### src/rtl/spi_slave_debug_if.sv
// ---------------------------------------------------------------------------
// spi_slave_debug_if
// Bundles the SPI pins and the decode-stage request/response word of the
// debug SPI slave.
//   i_sclk, i_cs_n, i_mosi : SPI pins driven by the host (asynchronous)
//   o_miso                 : SPI serial data back to the host
//   i_data                 : response word from the decode stage
//   o_data, o_valid        : last complete request word and its update strobe
//   o_in_frame             : slave is inside a frame (state != IDLE)
// modport slave  : view of the SPI slave itself
// modport master : view of the host side / environment
// ---------------------------------------------------------------------------
interface spi_slave_debug_if #(
  parameter int NB_BITS = 32
);
  logic               i_sclk;
  logic               i_cs_n;
  logic               i_mosi;
  logic               o_miso;
  logic [NB_BITS-1:0] i_data;
  logic [NB_BITS-1:0] o_data;
  logic               o_valid;
  logic               o_in_frame;

  modport slave (
    input  i_sclk, i_cs_n, i_mosi, i_data,
    output o_miso, o_data, o_valid, o_in_frame
  );

  modport master (
    output i_sclk, i_cs_n, i_mosi, i_data,
    input  o_miso, o_data, o_valid, o_in_frame
  );
endinterface

### src/rtl/spi_slave_debug.sv
// ---------------------------------------------------------------------------
// spi_slave_debug
// SPI mode-0 slave for the debug unit, NB_BITS-bit frames, MSB first.
// SCLK/CS/MOSI are oversampled in the clk domain. The request shifted in
// during a frame is published on o_data at frame end; the response word
// i_data captured at CS fall is shifted out on MISO during that frame.
// Ports:
//   clk  : system clock (only clock of the block)
//   rst  : asynchronous reset, active high
//   bus  : spi_slave_debug_if.slave (SPI pins, request/response words,
//          o_valid strobe, o_in_frame status)
// ---------------------------------------------------------------------------
module spi_slave_debug #(
  parameter int NB_BITS = 32,
  parameter int NB_SYNC = 2
) (
  input  logic                clk,
  input  logic                rst,
  spi_slave_debug_if.slave    bus
);

  localparam int NB_CNT = $clog2(NB_BITS + 1);

  typedef enum logic [1:0] {
    ST_IDLE    = 2'd0,
    ST_SHIFT   = 2'd1,
    ST_WAIT_CS = 2'd2
  } state_t;

  // Synchroniser chains plus edge-detect history
  logic [NB_SYNC-1:0] r_sclk_sync;
  logic [NB_SYNC-1:0] r_cs_sync;
  logic [NB_SYNC-1:0] r_mosi_sync;
  logic               r_sclk_prev;
  logic               r_cs_prev;
  // r_live: at least one real sample has entered the chains since reset.
  // r_armed: CS has been seen high since reset, so a CS fall is genuine.
  logic               r_live;
  logic               r_armed;

  state_t             r_state;
  logic [NB_CNT-1:0]  r_cnt;
  logic [NB_BITS-1:0] r_rx_sr;
  logic [NB_BITS-1:0] r_tx_sr;
  logic [NB_BITS-1:0] r_data;
  logic               r_valid;
  logic               r_miso;
  logic               r_in_frame;

  logic               w_sclk_s;
  logic               w_cs_s;
  logic               w_mosi_s;
  logic               w_rise;
  logic               w_fall;
  logic               w_cs_fall;

  state_t             w_state_nxt;
  logic [NB_CNT-1:0]  w_cnt_nxt;
  logic [NB_BITS-1:0] w_rx_nxt;
  logic [NB_BITS-1:0] w_tx_nxt;
  logic [NB_BITS-1:0] w_data_nxt;
  logic               w_valid_nxt;
  logic               w_miso_nxt;
  logic               w_in_frame_nxt;

  assign w_sclk_s  = r_sclk_sync[NB_SYNC-1];
  assign w_cs_s    = r_cs_sync[NB_SYNC-1];
  assign w_mosi_s  = r_mosi_sync[NB_SYNC-1];
  assign w_rise    = w_sclk_s & ~r_sclk_prev;
  assign w_fall    = ~w_sclk_s & r_sclk_prev;
  assign w_cs_fall = ~w_cs_s & r_cs_prev;

  // Input synchronisers, edge history and the CS arming flag
  always_ff @(posedge clk or posedge rst) begin
    if (rst) begin
      r_sclk_sync <= '0;
      r_cs_sync   <= '1;
      r_mosi_sync <= '0;
      r_sclk_prev <= 1'b0;
      r_cs_prev   <= 1'b1;
      r_live      <= 1'b0;
      r_armed     <= 1'b0;
    end else begin
      r_sclk_sync <= {r_sclk_sync[NB_SYNC-2:0], bus.i_sclk};
      r_cs_sync   <= {r_cs_sync[NB_SYNC-2:0], bus.i_cs_n};
      r_mosi_sync <= {r_mosi_sync[NB_SYNC-2:0], bus.i_mosi};
      r_sclk_prev <= w_sclk_s;
      r_cs_prev   <= w_cs_s;
      r_live      <= 1'b1;
      // The reset value of the CS chain is not a real observation, so only
      // samples taken after the first post-reset clock may arm the slave.
      if (r_live && r_cs_sync[0]) begin
        r_armed <= 1'b1;
      end else begin
        r_armed <= r_armed;
      end
    end
  end

  // FSM state register
  always_ff @(posedge clk or posedge rst) begin
    if (rst) begin
      r_state <= ST_IDLE;
    end else begin
      r_state <= w_state_nxt;
    end
  end

  // Next state, shift registers, request word and output strobes
  always_comb begin
    w_state_nxt    = r_state;
    w_cnt_nxt      = r_cnt;
    w_rx_nxt       = r_rx_sr;
    w_tx_nxt       = r_tx_sr;
    w_data_nxt     = r_data;
    w_valid_nxt    = 1'b0;
    case (r_state)
      ST_IDLE: begin
        if (w_cs_fall && r_armed) begin
          w_state_nxt = ST_SHIFT;
          w_tx_nxt    = bus.i_data;
          w_cnt_nxt   = '0;
        end else begin
          w_state_nxt = ST_IDLE;
        end
      end
      ST_SHIFT: begin
        // The final rise wins over a simultaneous CS deassertion.
        if (w_rise && (r_cnt == NB_CNT'(NB_BITS - 1))) begin
          w_rx_nxt    = {r_rx_sr[NB_BITS-2:0], w_mosi_s};
          w_data_nxt  = {r_rx_sr[NB_BITS-2:0], w_mosi_s};
          w_cnt_nxt   = r_cnt + NB_CNT'(1);
          w_valid_nxt = 1'b1;
          w_state_nxt = ST_WAIT_CS;
        end else if (w_cs_s) begin
          w_state_nxt = ST_IDLE;
        end else if (w_rise) begin
          w_rx_nxt  = {r_rx_sr[NB_BITS-2:0], w_mosi_s};
          w_cnt_nxt = r_cnt + NB_CNT'(1);
        end else if (w_fall) begin
          w_tx_nxt = {r_tx_sr[NB_BITS-2:0], 1'b0};
        end else begin
          w_state_nxt = ST_SHIFT;
        end
      end
      ST_WAIT_CS: begin
        if (w_cs_s) begin
          w_state_nxt = ST_IDLE;
        end else begin
          w_state_nxt = ST_WAIT_CS;
        end
      end
      default: begin
        w_state_nxt = ST_IDLE;
      end
    endcase
    // MISO follows the shifter only while a frame is being shifted.
    if (r_state == ST_SHIFT) begin
      w_miso_nxt = r_tx_sr[NB_BITS-1];
    end else begin
      w_miso_nxt = 1'b0;
    end
    w_in_frame_nxt = (w_state_nxt != ST_IDLE);
  end

  // Datapath and registered outputs
  always_ff @(posedge clk or posedge rst) begin
    if (rst) begin
      r_cnt      <= '0;
      r_rx_sr    <= '0;
      r_tx_sr    <= '0;
      r_data     <= '0;
      r_valid    <= 1'b0;
      r_miso     <= 1'b0;
      r_in_frame <= 1'b0;
    end else begin
      r_cnt      <= w_cnt_nxt;
      r_rx_sr    <= w_rx_nxt;
      r_tx_sr    <= w_tx_nxt;
      r_data     <= w_data_nxt;
      r_valid    <= w_valid_nxt;
      r_miso     <= w_miso_nxt;
      r_in_frame <= w_in_frame_nxt;
    end
  end

  assign bus.o_data     = r_data;
  assign bus.o_valid    = r_valid;
  assign bus.o_miso     = r_miso;
  assign bus.o_in_frame = r_in_frame;

endmodule

### src/flat_wrapper.sv
// flat-port wrapper written by rule: the top's interface ports become plain ports
module spi_slave_debug_flat 
#(
  parameter int NB_BITS = 32,
  parameter int NB_SYNC = 2
)
  (clk, rst, bus_i_sclk, bus_i_cs_n, bus_i_mosi, bus_i_data, bus_o_miso, bus_o_data, bus_o_valid, bus_o_in_frame);
  spi_slave_debug_if #(.NB_BITS(NB_BITS)) bus_i ();
  input  logic clk;
  input  logic rst;
  input wire logic [$bits(bus_i.i_sclk)-1:0] bus_i_sclk;
  input wire logic [$bits(bus_i.i_cs_n)-1:0] bus_i_cs_n;
  input wire logic [$bits(bus_i.i_mosi)-1:0] bus_i_mosi;
  input wire logic [$bits(bus_i.i_data)-1:0] bus_i_data;
  output wire logic [$bits(bus_i.o_miso)-1:0] bus_o_miso;
  output wire logic [$bits(bus_i.o_data)-1:0] bus_o_data;
  output wire logic [$bits(bus_i.o_valid)-1:0] bus_o_valid;
  output wire logic [$bits(bus_i.o_in_frame)-1:0] bus_o_in_frame;
  assign bus_i.i_sclk = bus_i_sclk;
  assign bus_i.i_cs_n = bus_i_cs_n;
  assign bus_i.i_mosi = bus_i_mosi;
  assign bus_i.i_data = bus_i_data;
  assign bus_o_miso = bus_i.o_miso;
  assign bus_o_data = bus_i.o_data;
  assign bus_o_valid = bus_i.o_valid;
  assign bus_o_in_frame = bus_i.o_in_frame;
  spi_slave_debug #(.NB_BITS(NB_BITS), .NB_SYNC(NB_SYNC)) u_core (.clk(clk), .rst(rst), .bus(bus_i));
endmodule
### config.mk
export PLATFORM = sky130hd
export DESIGN_NAME = spi_slave_debug_flat
export DESIGN_NICKNAME = d
export VERILOG_FILES = /design/src/rtl/spi_slave_debug_if.sv /design/src/rtl/spi_slave_debug.sv /design/src/flat_wrapper.sv
export SDC_FILE = /design/constraint.sdc
export NUM_CORES = 1
export LEC_CHECK = 0
export CAP_MARGIN = 0
export CORE_ASPECT_RATIO = 0.5
export CORE_UTILIZATION = 58
export CTS_BUF_LIST = sky130_fd_sc_hd__clkbuf_16
export DETAILED_ROUTE_END_ITERATION = 6
export GPL_TIMING_DRIVEN = 0
export PLACE_DENSITY = 0.93
export SETUP_SLACK_MARGIN = 0.5
export SKIP_CTS_REPAIR_TIMING = 1
export SYNTH_ARGS = -nofsm -noshare
export SYNTH_HDL_FRONTEND = slang
export SYNTH_SLANG_ARGS = --single-unit
### constraint.sdc
create_clock -name clk -period 7.45 [get_ports clk]
set_clock_uncertainty 0.2 [all_clocks]
set_input_delay 1.1175 -clock clk [delete_from_list [all_inputs] [get_ports clk]]
set_output_delay 1.1175 -clock clk [all_outputs]
set_load 0.01 [all_outputs]
; ---- Yosys cells after proc, flatten, opt, wreduce, memory -nomap -nowiden
; Index checks and enable logic that the tools add are counted.
[totals]
in_bits = 37
elab_cells = 68
register_bits = 116
output_inout_bits = 35
[op_classes]
bitwise_logic = 6
n_reduce_logical = 11
mux = 24
n_addsub = 1
n_eq_ne = 11
[ops]
columns = cell, count
row1 = $mux W32, 5
row2 = $mux W31, 3
row3 = $pmux W32 S2, 1
row4 = $mux W6, 4
row5 = $pmux W6 S2, 1
row6 = $mux W2, 5
row7 = $ne A2 B2 Y1 const B, 4
row8 = $add A6 B1 Y6 const B, 1
row9 = $eq A6 B5 Y1 const B, 1
row10 = $pmux W2 S3, 1
row11 = $reduce_and A6 Y1, 1
row12 = $reduce_bool A2 Y1, 3
row13 = $mux W1, 4
row14 = $ne A2 B1 Y1 const B, 2
row15 = $reduce_and A4 Y1, 1
row16 = $and A1 B1 Y1, 3
row17 = $logic_and A1 B1 Y1, 3
row18 = $ne A3 B1 Y1 const B, 1
row19 = $ne A3 B3 Y1 const B, 1
row20 = $not A1 Y1, 3
row21 = $reduce_and A3 Y1, 1
row22 = $eq A2 B1 Y1 const B, 1
row23 = $eq A2 B2 Y1 const B, 1
row24 = $logic_not A2 Y1, 1
row25 = $reduce_and A2 Y1, 1

; ---- Longest topological paths before layout
; Gate-level depths: netlist of the first run.
[depth]
depth_word = 8
depth_mapped = 6
depth_no_buf = 5

; ---- Worst setup path before layout of the first run
; OpenSTA, ideal clock, no wires.
[synth_path]
kind = reg2reg
start = reg u_core.r_cnt[0]
end = reg u_core.r_data[27] (netlist: u_core.bus.o_data[27])
arrival_ns = 1.683
stages_incl_launch_ff = 7
required_ns = 7.125
n_path_buf = 1
period_less_slack_ns = 2.008
setup_time_ns = 0.125
setup_slack_ns = 5.442
cell_sequence = dfrtp_1 > ha_1 > nand3_1 > or2_1 > nor2_4 > buf_6 > mux2_2
[synth_between]
elab_chain_cells = 3
[synth_rtl]
columns = element, line_no
row1 = "start, declared", spi_slave_debug.sv:42  ; logic [NB_CNT-1:0] r_cnt;
row2 = "start signal, assigned", spi_slave_debug.sv:177  ; r_cnt <= w_cnt_nxt;
row3 = $eq A6 B5 Y1, spi_slave_debug.sv:129  ; if (w_rise && (r_cnt == NB_CNT'(NB_BITS - 1))) begin
row4 = $logic_and A1 B1 Y1, spi_slave_debug.sv:129
row5 = $reduce_and A2 Y1 (no source line), -
row6 = "end signal, assigned", spi_slave_debug.sv:180  ; r_data <= w_data_nxt;
row7 = "end, declared", spi_slave_debug.sv:45  ; logic [NB_BITS-1:0] r_data;
; Every way passes these cells.
; A chain may end at the register's enable or synchronous reset.

; ---- Worst setup path after layout of the first run
[layout_path]
start = reg u_core.r_data[0] (netlist: u_core.bus.o_data[0])
end = out bus_o_data[0]
[layout_rtl]
columns = element, line_no
row1 = "end, declared", flat_wrapper.sv:16  ; output wire logic [$bits(bus_i.o_data)-1:0] bus_o_data;
; No word-level cell between the ends.

==> results of run 1 <==
[logic make-up (layout without fill, tap and decap cells)]
family	Yosys count	count (layout)	synth area share
and+or+nand+nor	57	57	0.0564
adders and majority gates	1	1	0.00261
muxes	96	96	0.217
DFF	116	116	0.606
buffers and inverters	21	125	0.0344
other	1	1	0.000782
AOI/OAI and AO/OA	50	50	0.0830
[path summary, 6_finish.rpt]
path	from	endpoint	slack, ps	depth (start not counted)
min in group asynchronous	rst	u_core.r_tx_sr[6]	1000	2
setup / recovery	u_core.bus.o_data[0]	bus_o_data[0]	4800	1
max in group asynchronous	rst	u_core.bus.o_data[29]	5330	3
hold reg to reg	u_core.r_sclk_sync[0]	u_core.r_sclk_sync[1]	150	0
setup reg to reg	u_core.r_cnt[0]	u_core.bus.o_data[20]	5130	6
hold / removal	u_core.r_sclk_sync[0]	u_core.r_sclk_sync[1]	150	0
[cell usage after synthesis (2+ instances only)]
master	count	area share
sky130_fd_sc_hd__o21ai_1	3	0.0031
sky130_fd_sc_hd__nor2_1	2	0.0016
sky130_fd_sc_hd__nand3_1	2	0.0021
sky130_fd_sc_hd__nand2_1	36	0.028
sky130_fd_sc_hd__mux2_1	9	0.021
sky130_fd_sc_hd__mux2_2	54	0.13
sky130_fd_sc_hd__buf_6	10	0.023
sky130_fd_sc_hd__o21ai_2	30	0.055
sky130_fd_sc_hd__a21oi_1	4	0.0042
sky130_fd_sc_hd__o21a_1	3	0.0047
sky130_fd_sc_hd__buf_2	6	0.0063
sky130_fd_sc_hd__dfstp_2	3	0.016
sky130_fd_sc_hd__a31oi_1	2	0.0026
sky130_fd_sc_hd__o22a_1	2	0.0037
sky130_fd_sc_hd__mux2i_1	33	0.069
sky130_fd_sc_hd__nor3_1	2	0.0021
sky130_fd_sc_hd__a21o_1	2	0.0031
sky130_fd_sc_hd__dfrtp_1	113	0.59
sky130_fd_sc_hd__and3_1	3	0.0039
sky130_fd_sc_hd__inv_1	4	0.0031
[power breakdown]
part	total (mW)	internal [mW]	switching, mW
clock	0.787	0.516	0.271
sequential	0.737	0.697	0.0392
combinational	0.192	0.0937	0.0980
[area by class of cell]
| type | instances | area [um2] |
|---|---|---|
| Sequential cell | 116 | 2910 |
| Fill cell | 479 | 1750 |
| Multi-Input combinational cell | 205 | 1720 |
| Timing Repair Buffer | 72 | 738 |
| Clock buffer | 17 | 425 |
| Clock inverter | 15 | 151 |
| Buffer | 17 | 150 |
| Tap cell | 112 | 140 |
| Inverter | 4 | 17.5 |
[cell usage in the layout, fill, tap and decap left out, types with 4 or more instances in the layout]
cell type,n
sky130_fd_sc_hd__mux2_1,9
sky130_fd_sc_hd__dfrtp_1,113
sky130_fd_sc_hd__clkdlybuf4s50_1,71
sky130_fd_sc_hd__mux2_2,54
sky130_fd_sc_hd__clkbuf_16,17
sky130_fd_sc_hd__mux2i_1,33
sky130_fd_sc_hd__inv_1,8
sky130_fd_sc_hd__nand2_1,36
sky130_fd_sc_hd__a21oi_1,4
sky130_fd_sc_hd__o21ai_2,30
sky130_fd_sc_hd__buf_6,10
sky130_fd_sc_hd__buf_2,6
[per-stage QoR]
step / instances / utilization / setup slack [ps]
CTS: 558 / 0.782 / 4780
floorplan: 342 / - / 3070
global route: 558 / 0.782 / 4760
finish: 558 / 0.782 / 4800
global placement: 525 / 0.706 / 1540
detailed placement: 526 / 0.710 / 4860
[flip-flops by register name, indices dropped and copies added (netlist names)]
signal and count:
u_core.bus.o_miso 1, u_core.bus.o_data 32, u_core.r_cnt 6, u_core.r_armed 1
u_core.r_rx_sr 31, u_core.r_mosi_sync 2, u_core.bus.o_valid 1, u_core.r_cs_prev 1
u_core.r_cs_sync 2, u_core.bus.o_in_frame 1, u_core.r_sclk_sync 2, u_core.r_live 1
u_core.r_tx_sr 32, u_core.r_state 2, u_core.r_sclk_prev 1
[layer usage]
layer	global-route usage	vias up
li1	-	1387
met4	0.115	0
met3	0.0623	12
met5	0	-
met2	0.405	59
met1	0.296	1454
==> metrics.txt, run 1 <==
average wire length per cell after detail routing around 16 um; remaining antenna violation count 0; die width 131 um; ratio of final minimum period to clock period 0.356; Setup violations, final 0; standard cell with the maximum stage delay on the critical path sky130_fd_sc_hd__clkdlybuf4s50_1; violation count after the first detailed-route iteration 157; Post-synth top flop sky130_fd_sc_hd__dfrtp_1; vias post-DR 2,912; RSZ-0062 raised after global routing false; vias in the first global route ~3,000; overall global routing resource usage 0.242; root buf cell sky130_fd_sc_hd__clkbuf_16; nature of the critical path endpoint primary output; number of buffer and inverter stages on the critical path 1; Die H 66.3 um; fin. max-slew vios 0; met2 wire len 4640 um; Worst Setup Start Kind flip-flop; share of post-route cells with drive strength above 1 0.303; GPL Wtd Cong 0.759; total routed wire length on the met1 layer 4120 um; post-synth design cell area between 4000 and 5000 um2; IO Port Bufs a little over 70; Max-slew headroom 0.528; Top Metal Used met4; fraction of the yosys area taken by sequential cells 0.606; highest clock rate 377 MHz; total iterations of the first detailed-routing run 4; crit-path cells clkdlybuf4s50_1; fin crit period 2650 ps; IR Drop Worst-Case VDD 0.000170 V; number of warnings reported in the yosys synthesis log 0; final-report hold violation count 0; clock sink total 116; CP peak stage delay 570 ps; Arrival @ worst endpoint 1330 ps; area of all placed cells without fillers roughly 6300 um2; gate family responsible for the most delay along the worst path buffers and inverters; num rows 23; number of storage elements in the synthesis netlist between 100 and 150; total power consumption of the routed design roughly 1.7 mW; area growth from synthesis to layout 30.4%; DR vias/cell 5.22; highest fanout seen on the critical path 2; placeable core region 8000 um2; post-detailed-route DRC marker count 0; final worst hold slack between 150 and 200 ps; Starting Density 0.599; number of synthesized flops with an enable pin 0; I/O pin count 72; syn_nets 380; Avg Cell Area, Syn between 10 and 15 um2; Final Routed Wirelength between 9000 and 10,000 um; largest net degree at the start of global routing 60; Inserted Clock Buffers 17; latest clock arrival within the worst-skew pair 400 ps; actual slew at the worst max-slew pin 709 ps; Post-layout nets 471; Clock transition at path regs 50 ps; placed wire-length estimate after detailed placement 5530 um; TritonCTS clock tree yes; power density cells ~270 nW/um2; wire length of the first global-routing pass 15,100 um; result of the run finished, final reports clean; initial antenna violation count 0; final setup TNS 0 ps; Gate Count Post-Synth 342; fraction of synthesis flops using an asynchronous set or reset pin 1.00; H-tree level count 4; Yosys cell types 39; clock buffer depth 2; static leakage power between 2 and 3 nW; met3 WL post-DR 309 um; count of antenna diodes in the layout 0; die area 8660 um2; number of max-capacitance violations reported 0; class of the tightest hold or removal check flip-flop to flip-flop; Required @ worst endpoint 6130 ps; Crit Path Class flip-flop to primary output; Overflow after GRT 0; Placed Area 5680 um2
(Power assumes the default switching activity.)
==> inputs of run 2 (changes only) <==
--- a/config.mk
+++ b/config.mk
@@ -7,11 +7,11 @@
 export LEC_CHECK = 0
 export CAP_MARGIN = 0
 export CORE_ASPECT_RATIO = 0.5
-export CORE_UTILIZATION = 58
+export CORE_UTILIZATION = 48
 export CTS_BUF_LIST = sky130_fd_sc_hd__clkbuf_16
 export DETAILED_ROUTE_END_ITERATION = 6
 export GPL_TIMING_DRIVEN = 0
-export PLACE_DENSITY = 0.93
+export PLACE_DENSITY = 0.83
 export SETUP_SLACK_MARGIN = 0.5
 export SKIP_CTS_REPAIR_TIMING = 1
 export SYNTH_ARGS = -nofsm -noshare
==> constraint.sdc (replaced) <==
create_clock -name clk -period 2.34 [get_ports clk]
set_clock_uncertainty 0.2 [all_clocks]
set_input_delay 0.351 -clock clk [delete_from_list [all_inputs] [get_ports clk]]
set_output_delay 0.351 -clock clk [all_outputs]
set_load 0.01 [all_outputs]
==> run 2 against run 1 <==
  * Design area grew 11%
  * Critical path depth grew 5
  * Power grew to 3.4 times the previous value
  * Die area up 20%
  * Worst setup slack worse by 4500 ps
  * Sequential share of layout area decreased by 4.7 points
  * Final cell count grew 7.7%
  * Clock power rose to 3.4 times the previous value
==> metrics.txt, run 2 (synthesis results as in run 1) <==
result of the run finished, final reports clean; vias in the first global route 3,040 (+0.96%); area of all placed cells without fillers 6960 um2 (+11%); Post-layout nets 491 (+4.2%); remaining antenna violation count 0 (unchanged); met3 WL post-DR 345 um (+12%); count of antenna diodes in the layout 0 (unchanged); wire length of the first global-routing pass 15,100 um (-0.13%); final-report hold violation count 0 (unchanged); Gate power share 0.124 (+0.012); fraction of power consumed by the clock network 0.463 (+0.004); class of the tightest hold or removal check flip-flop to flip-flop; number of max-capacitance violations reported 0 (unchanged); average wire length per cell after detail routing 17.3 um (+5.6%); die area 10,400 um2 (+20%); number of cells on the worst reg-to-reg path 6 (unchanged); area growth from synthesis to layout 45.2%; gate family responsible for the most delay along the worst path simple AND/OR/NAND/NOR gates; FILL cells 640 (+34%); clock buffer depth 2 (unchanged); initial antenna violation count 0 (unchanged); post-detailed-route DRC marker count 0 (unchanged); met2 wire len 5340 um (+15%); worst reg2reg path startpoint u_core.r_cnt[5]; number of buffer and inverter stages on the critical path 2 (+1); launching element of the worst setup path u_core.r_cnt[5]; highest clock rate 494 MHz; vias post-DR 3,111 (+6.8%); design internal power 4.36 mW (+230%); Overflow after GRT 0 (unchanged); ratio of final minimum period to clock period 0.865; fin. max-slew vios 0 (unchanged); DR vias/cell 5.18 (-0.81%); latest clock arrival within the worst-skew pair 410 ps (about the same); Seq pwr share 0.413 (-0.016); Crit Path Class flip-flop to flip-flop; Setup violations, final 0 (unchanged); total iterations of the first detailed-routing run 4 (unchanged); crit-path cells nand2b_2 -> or2_4 -> nor2_4 -> buf_12 -> buf_6 -> mux2_2; GPL Wtd Cong 0.749 (-1.2%); Starting Density 0.501 (-0.0984); smallest setup slack after layout 316 ps (-4480 ps); placed wire-length estimate after detailed placement 6070 um (+9.9%); RSZ-0062 raised after global routing true; Setup Slack @ Placement 185 ps (-4680 ps); overall global routing resource usage 0.193 (-0.0483); switching power as a share of total power 0.242 (+0.00355); Inserted Clock Buffers 17 (unchanged); standard cell with the maximum stage delay on the critical path sky130_fd_sc_hd__dfrtp_1; IR Drop Worst-Case VDD 0.000512 V (+200%); endpoint of the most critical setup path u_core.bus.o_data[10]; H-tree level count 4 (unchanged); Die H 72.7 um (+9.6%); cell depth of the worst setup path 6 (+5); highest fanout seen on the critical path 6 (+4); actual slew at the worst max-slew pin 582 ps (-127 ps); Max-slew headroom 0.611 (+0.0837); Placed Area 5890 um2 (+3.7%); Cell Count Post-Placement 551 (+4.8%); placeable core region 9570 um2 (+20%); Top Metal Used met4; Switching Power 1.39 mW (+240%); root buf cell sky130_fd_sc_hd__clkbuf_16; static leakage power 3.81 nW (+27%); reg-to-reg endpoint u_core.bus.o_data[10]; Arrival @ worst endpoint 2110 ps (+780 ps); Required @ worst endpoint 2430 ps (-3700 ps); IO Port Bufs 71 (unchanged); Clock transition at path regs 60 ps (about the same); leading cell types in the layout, fill and taps excluded 110 x sky130_fd_sc_hd__dfrtp_1, 38 x sky130_fd_sc_hd__clkdlybuf4s50_1, 35 x sky130_fd_sc_hd__mux2_2; violation count after the first detailed-route iteration 124 (-21%); fin crit period 2020 ps; minimum setup slack among reg-to-reg paths 320 ps (-4810 ps); number of cells on the worst hold path 0 (unchanged); Worst Setup Start Kind flip-flop; Final Routed Wirelength 10,400 um (+14%); I/O pin count 72 (unchanged); die width 143 um (+9.8%); TritonCTS clock tree yes; nature of the critical path endpoint flip-flop; power density cells 826 nW/um2 (+200%); CP peak stage delay 430 ps (-140 ps); num rows 25 (+8.7%); clock sink total 116 (unchanged); largest net degree at the start of global routing 37 (-38%); final cell count without fillers 601 (+7.7%); commonest non-fill, non-tap cell in the layout sky130_fd_sc_hd__dfrtp_1; share of post-route cells with drive strength above 1 0.408 (+0.105); total routed wire length on the met1 layer 4610 um (+12%)
[run 2: cell count changes in the layout (fill, tap and decap cells not counted), sizes merged]
cell / delta
clkinv: +5
buf: +16
clkdlybuf4s50: -33
dlymetal6s2s: +33
bufinv: +1
inv: -6
clkbuf: +4
[run 2: worst min-delay path by stage]
stage | startpoint | end | slack [ps]
2_1_floorplan | u_core.r_mosi_sync[0] | u_core.r_mosi_sync[1] | 130
5_1_grt | u_core.r_mosi_sync[0] | u_core.r_mosi_sync[1] | 170
3_3_place_gp | u_core.r_mosi_sync[0] | u_core.r_mosi_sync[1] | 130
3_5_place_dp | u_core.r_mosi_sync[0] | u_core.r_mosi_sync[1] | 140
6_report | u_core.r_sclk_sync[0] | u_core.r_sclk_sync[1] | 150
4_1_cts | u_core.r_sclk_sync[0] | u_core.r_sclk_sync[1] | 150
[run 2: worst register-to-register path, delay by kind of cell, from the launching register on]
kind                   cells  cell delay, ps
flip-flops                 1             430
AND/OR/NAND/NOR            3             660
buffers and inverters      2             280
multiplexers               1             330
[run 2: cell type report]
cell class	count	area, um2	area share
sequential	116	2910	0.418
multi-input combinational	205	1950	0.281
timing repair buffer	92	1080	0.155
clock buffer	17	425	0.0611
buffer	17	215	0.0309
clock inverter	15	189	0.0271
tap	135	169	0.0243
inverter	4	18.8	0.00270
[run 2: through the flow]
step / total power, mW / hold slack [ps] / util / TNS [ps]
after floorplan: 2.80 / 131 / - / 0
after global placement: 2.95 / 132 / 0.608 / -79490
after detailed placement: 3.01 / 136 / 0.615 / 0
after CTS: 5.68 / 149 / 0.679 / 0
after global routing: 5.98 / 167 / 0.727 / 0
final: 5.75 / 146 / 0.727 / 0
[run 2: power groups by stage]
| stage | clock, mW | combinational (mW) | sequential (mW) |
|---|---|---|---|
| final | 2.66 | 0.714 | 2.37 |
| after global routing | 2.80 | 0.781 | 2.40 |
| after detailed placement | 0 | 0.631 | 2.37 |
| after global placement | 0 | 0.592 | 2.36 |
| after CTS | 2.70 | 0.636 | 2.34 |
| after floorplan | 0 | 0.462 | 2.34 |
[run 2: metal layers]
layer,up-vias,GRT usage
li1,1436,-
met1,1614,0.242
met2,51,0.312
met3,10,0.0525
met4,0,0.103
met5,-,0
==> inputs of run 3 (changes only) <==
--- a/config.mk
+++ b/config.mk
@@ -11,7 +11,7 @@
 export CTS_BUF_LIST = sky130_fd_sc_hd__clkbuf_16
 export DETAILED_ROUTE_END_ITERATION = 6
 export GPL_TIMING_DRIVEN = 0
-export PLACE_DENSITY = 0.83
+export PLACE_DENSITY = 0.71
 export SETUP_SLACK_MARGIN = 0.5
 export SKIP_CTS_REPAIR_TIMING = 1
 export SYNTH_ARGS = -nofsm -noshare
==> run 3 against run 2 <==
  * Via count is 3.8% lower
  * Combinational power is essentially flat
  * Hold slack improved by 7.0 ps
==> metrics.txt, run 3 (synthesis results as in run 1) <==
result of the run finished, final reports clean; static leakage power 3.78 nW (-0.58%); Starting Density 0.501 (unchanged); reg-to-reg endpoint u_core.bus.o_data[5]; placed wire-length estimate after detailed placement 5960 um (-1.9%); worst reg2reg path startpoint u_core.r_cnt[0]; share of post-route cells with drive strength above 1 0.398 (-0.00946); highest clock rate 496 MHz (+0.37%); Worst Setup Start Kind flip-flop; average wire length per cell after detail routing 15.7 um (-9.5%); Inserted Clock Buffers 17 (unchanged); I/O pin count 72 (unchanged); design internal power 4.28 mW (-1.9%); overall global routing resource usage 0.192 (-0.00169); final-report hold violation count 0 (unchanged); Seq pwr share 0.416 (+0.003); fin crit period 2020 ps (-7.53 ps); leading cell types in the layout, fill and taps excluded 111 x sky130_fd_sc_hd__dfrtp_1, 38 x sky130_fd_sc_hd__clkdlybuf4s50_1, 35 x sky130_fd_sc_hd__mux2_2; vias in the first global route 3,015 (-0.82%); endpoint of the most critical setup path u_core.bus.o_data[5]; FILL cells 622 (-2.8%); TritonCTS clock tree yes; root buf cell sky130_fd_sc_hd__clkbuf_16; IO Port Bufs 71 (unchanged); latest clock arrival within the worst-skew pair 400 ps (about the same); H-tree level count 4 (unchanged); nature of the critical path endpoint flip-flop; num rows 25 (unchanged); wire length of the first global-routing pass 15,000 um (-0.87%); commonest non-fill, non-tap cell in the layout sky130_fd_sc_hd__dfrtp_1; CP peak stage delay 420 ps (about the same); placeable core region 9570 um2 (unchanged); die width 143 um (unchanged); IR Drop Worst-Case VDD 0.000667 V (+30%); power density cells 822 nW/um2 (-0.45%); Setup violations, final 0 (unchanged); cell depth of the worst setup path 7 (+1); core utilization of the finished layout 0.724 (-0.00379); class of the tightest hold or removal check flip-flop to flip-flop; Switching Power 1.42 mW (+1.9%); area growth from synthesis to layout 44.4%; ratio of final minimum period to clock period 0.862 (-0.00322); largest net degree at the start of global routing 43 (+16%); RSZ-0062 raised after global routing true; GPL Wtd Cong 0.743 (-0.89%); Clock transition at path regs 60 ps (about the same); Most Frequent Cell on Critical Path sky130_fd_sc_hd__buf_12; highest fanout seen on the critical path 10 (+4); Overflow after GRT 0 (unchanged); Gate power share 0.125 (about the same); post-detailed-route DRC marker count 0 (unchanged); total iterations of the first detailed-routing run 4 (unchanged); Post-layout nets 487 (-0.81%); count of antenna diodes in the layout 0 (unchanged); violation count after the first detailed-route iteration 107 (-14%); Die H 72.7 um (unchanged); die area 10,400 um2 (unchanged); Final Routed Wirelength 9370 um (-10%); launching element of the worst setup path u_core.r_cnt[0]; number of cells on the worst reg-to-reg path 7 (+1); number of buffer and inverter stages on the critical path 2 (unchanged); DR vias/cell 5.01 (-3.1%); fraction of power consumed by the clock network 0.459 (-0.004); gate family responsible for the most delay along the worst path simple AND/OR/NAND/NOR gates; number of max-capacitance violations reported 0 (unchanged); Arrival @ worst endpoint 2110 ps (about the same); crit-path cells ha_4 -> nand3_4 -> or2_4 -> nor2_4 -> buf_12 -> buf_12 -> mux2_4; Max-slew headroom 0.628 (+0.0165); initial antenna violation count 0 (unchanged); clock buffer depth 2 (unchanged); final setup TNS 0 ps (unchanged); switching power as a share of total power 0.249 (+0.00694); fin. max-slew vios 0 (unchanged); standard cell with the maximum stage delay on the critical path sky130_fd_sc_hd__dfrtp_1; Crit Path Class flip-flop to flip-flop; Required @ worst endpoint 2430 ps (about the same); clock sink total 116 (unchanged); actual slew at the worst max-slew pin 557 ps (-24.8 ps); vias post-DR 2,993 (-3.8%); remaining antenna violation count 0 (unchanged); minimum setup slack among reg-to-reg paths 320 ps (about the same)
==> run 3: worst min-delay path by stage <==
stage	start	to	slack, ps	depth (start not counted)
2_1_floorplan	u_core.r_mosi_sync[0]	u_core.r_mosi_sync[1]	130	0
3_3_place_gp	u_core.r_mosi_sync[0]	u_core.r_mosi_sync[1]	140	0
3_5_place_dp	u_core.r_sclk_sync[0]	u_core.r_sclk_sync[1]	140	0
4_1_cts	bus_i_cs_n	u_core.r_cs_sync[0]	140	1
5_1_grt	bus_i_cs_n	u_core.r_cs_sync[0]	160	1
6_report	u_core.r_sclk_sync[0]	u_core.r_sclk_sync[1]	150	0
==> run 3: routing by layer <==
metal	vias to the layer above	GRT usage	share of wire
met3	12	0.0512	0.045
met2	62	0.306	0.49
met4	0	0.0922	0.012
li1	1435	-	-
met5	-	0	0
met1	1484	0.247	0.45
==> run 3: stage by stage <==
stage | worst slack, ps | hold slack, ps | cell area [um2] | total power [mW] | cells
after global routing | 273 | 162 | 6930 | 5.95 | 597
final | 323 | 153 | 6930 | 5.70 | 597
after CTS | 181 | 144 | 6490 | 5.63 | 583
after floorplan | 378 | 131 | 4940 | 2.80 | 342
after detailed placement | 200 | 136 | 5880 | 3.00 | 551
after global placement | -596 | 139 | 5820 | 2.94 | 548
==> run 3: power groups by stage <==
| stage | sequential [mW] | combinational, mW | clock, mW |
|---|---|---|---|
| 3_5_place_dp | 2.38 | 0.621 | 0 |
| 4_1_cts | 2.34 | 0.624 | 2.67 |
| 3_3_place_gp | 2.36 | 0.585 | 0 |
| 6_report | 2.37 | 0.711 | 2.62 |
| 2_1_floorplan | 2.34 | 0.462 | 0 |
| 5_1_grt | 2.39 | 0.783 | 2.77 |
==> run 3: final cells by class <==
| type | instances | area [um2] | area share |
|---|---|---|---|
| plain buffers | 17 | 220 | 0.0318 |
| clock buffers | 17 | 425 | 0.0614 |
| clock inverters | 15 | 183 | 0.0264 |
| inverters | 4 | 18.8 | 0.00271 |
| multi-input cells | 205 | 1940 | 0.280 |
| flip-flops and latches | 116 | 2910 | 0.420 |
| well taps | 135 | 169 | 0.0244 |
| repair buffers | 88 | 1060 | 0.153 |
==> RTL edit, RTL diff (settings of run 2) <==
Encoding of `state_t`: now one-hot (3 bits for 3 states).
--- a/src/rtl/spi_slave_debug.sv
+++ b/src/rtl/spi_slave_debug.sv
@@ -23,6 +23,6 @@
 
-  typedef enum logic [1:0] {
-    ST_IDLE    = 2'd0,
-    ST_SHIFT   = 2'd1,
-    ST_WAIT_CS = 2'd2
+  typedef enum logic [2:0] {
+    ST_IDLE    = 3'b001,
+    ST_SHIFT   = 3'b010,
+    ST_WAIT_CS = 3'b100
   } state_t;
Function: no difference found for any inputs over 10 cycles, from zero or initial values and one cycle with rst high; not proved beyond that.
==> RTL edit against run 2 <==
- worst hold slack worse by 0.067 ns
- sequential cell count up 1
- design area fell by 2.1%
- power fell by 12%
- routed wire length fell by 6.9%
- largest cell class unchanged
- critical path type unchanged
- setup slack worse by 0.027 ns
- synthesized area decreased by 1.7%
- global-route usage is 0.54 points lower
==> RTL edit: results (changes against run 2) <==
Global route
  – First-pass GRT wire length: 14420 um (was 15100 um)
  – Met2 Usage GRT: 29.36% (was 31.23%)
  – Maximum number of pins on one net before global-route repair: 40 (was 37)
  – Gr usage total: 18.80% (was 19.34%)
  – Met1 Usage GRT: 24.07% (was 24.18%)
  – Vias in the first global route: 2973 (was 3040)

Power
  – Psw: 1.157 mW (was 1.390 mW)
  – Peak supply drop: 540.8 uV (was 512.0 uV)
  – Clock power share: 47.4% (was 46.3%)
  – LEAKAGE: 3.684 nW (was 3.807 nW)
  – Internal power: 3.915 mW (was 4.361 mW)
  – Gate power share: 7.5% (was 12.4%)

Synth
  – Largest cells by area after synthesis: dfrtp_1, mux2_2, mux2i_1 (unchanged)
  – Netlist cell types: 40 (was 39)
  – Register area share after synthesis: 62.19% (was 60.61%)
  – Commonest cells in the netlist: dfrtp_1, mux2_2, nand2_1 (unchanged)
  – Synth Net Count: 382 (was 380)
  – Avg Cell Area, Syn: 13.71 um^2 (was 14.02 um^2)

Placed design
  – Hpwl dp: 5785 um (was 6074 um)
  – Inst Count DP: 553 (was 551)
  – Placed instance area: 0.005769 mm^2 (was 0.005887 mm^2)
  – Placer Congestion: 0.8064 (was 0.7494)

Cells and area
  – Layout cells sized above 1: 31.83% (was 40.77%)
  – NonClk Buf Share: 18.81% (was 18.60%)
  – Post-route design area: 0.006817 mm^2 (was 0.006962 mm^2)
  – Final Core Density: 71.92% (was 72.73%)
  – #MultiIn Comb: 208 (was 205)
  – Fill cell count: 601 (was 640)
  – Number of signal-net buffers in the layout: 105 (was 109)
  – Clock buf/inv share: 8.040% (was 8.825%)
  – Multi-input gate share of the layout cell area: 27.35% (was 28.07%)
  – Area taken by flip-flops and latches: 0.002934 mm^2 (was 0.002910 mm^2)

Route
  – 1st-iter DRT viols: 146 (was 124)
  – Avg WL per Cell: 16.18 um (was 17.34 um)
  – Average via count per standard cell: 5.140 (was 5.176)
  – Vias: 3084 (was 3111)

Run status
  – Status: finished, final reports clean (unchanged)

Setup path
  – Worst-path fanout max: 8 (was 6)
  – CP arrival: 2.14 ns (was 2.11 ns)
  – Worst R2R End: u_core.bus.o_data[14] (was u_core.bus.o_data[10])
  – Worst R2R Setup Slack: 0.29 ns (was 0.32 ns)

CTS
  – Clk_lat worst skew: 0.41 ns (about the same)
  – Clock Sinks: 117 (was 116)

Worst hold path
  – Worst hold path class: input pin to asynchronous set/reset pin (was flop to flop)
RTL edit: routing by layer:
| layer | part of all wire (%) | vias up | wire length [um] |
|---|---|---|---|
| li1 | - | 1445 | - |
| met1 | 46 | 1564 | 4454 |
| met2 | 49 | 60 | 4749 |
| met3 | 3.5 | 15 | 335 |
| met4 | 1.7 | 0 | 167 |
| met5 | 0 | - | 0 |
RTL edit: kinds of logic after synthesis:
family                   count (synthesis)  share of synthesized area [%]
flip-flops                             117                          62.19
adder cells (fa/ha/maj)                  1                         0.2653
other                                    1                        0.07952
buffers and inverters                   20                          2.812
AND/OR/NAND/NOR                         60                          6.527
AO/OA/AOI/OAI                           49                          6.076
multiplexers                            96                          22.05
RTL edit: metrics by stage:
| step | setup WS (ns) | hold slack [ns] |
|---|---|---|
| after floorplan | 0.3649 | 0.1312 |
| after global placement | -0.7226 | 0.1365 |
| after detailed placement | 0.1972 | 0.1364 |
| after CTS | 0.1825 | 0.06906 |
| after global routing | 0.2280 | 0.08668 |
| final | 0.2885 | 0.07927 |
RTL edit: how the worst min path moves through the flow:
stage	startpoint	endpoint	slack, ns	cells after the start
2_1_floorplan	u_core.r_mosi_sync[0]	u_core.r_mosi_sync[1]	0.13	0
3_3_place_gp	u_core.r_mosi_sync[0]	u_core.r_mosi_sync[1]	0.14	0
3_5_place_dp	u_core.r_mosi_sync[0]	u_core.r_mosi_sync[1]	0.14	0
4_1_cts	rst	u_core.r_state[2]	0.07	2
5_1_grt	rst	u_core.r_sclk_prev	0.09	2
6_report	rst	u_core.r_cnt[3]	0.08	2
RTL edit: worst max-delay path: stages (launching register included):
cell and delay [ns]:
dfrtp_2 0.45, nor3b_4 0.30, nand2_4 0.12, nor3_4 0.23, buf_12 0.18, clkbuf_16 0.15, mux2_4 0.29
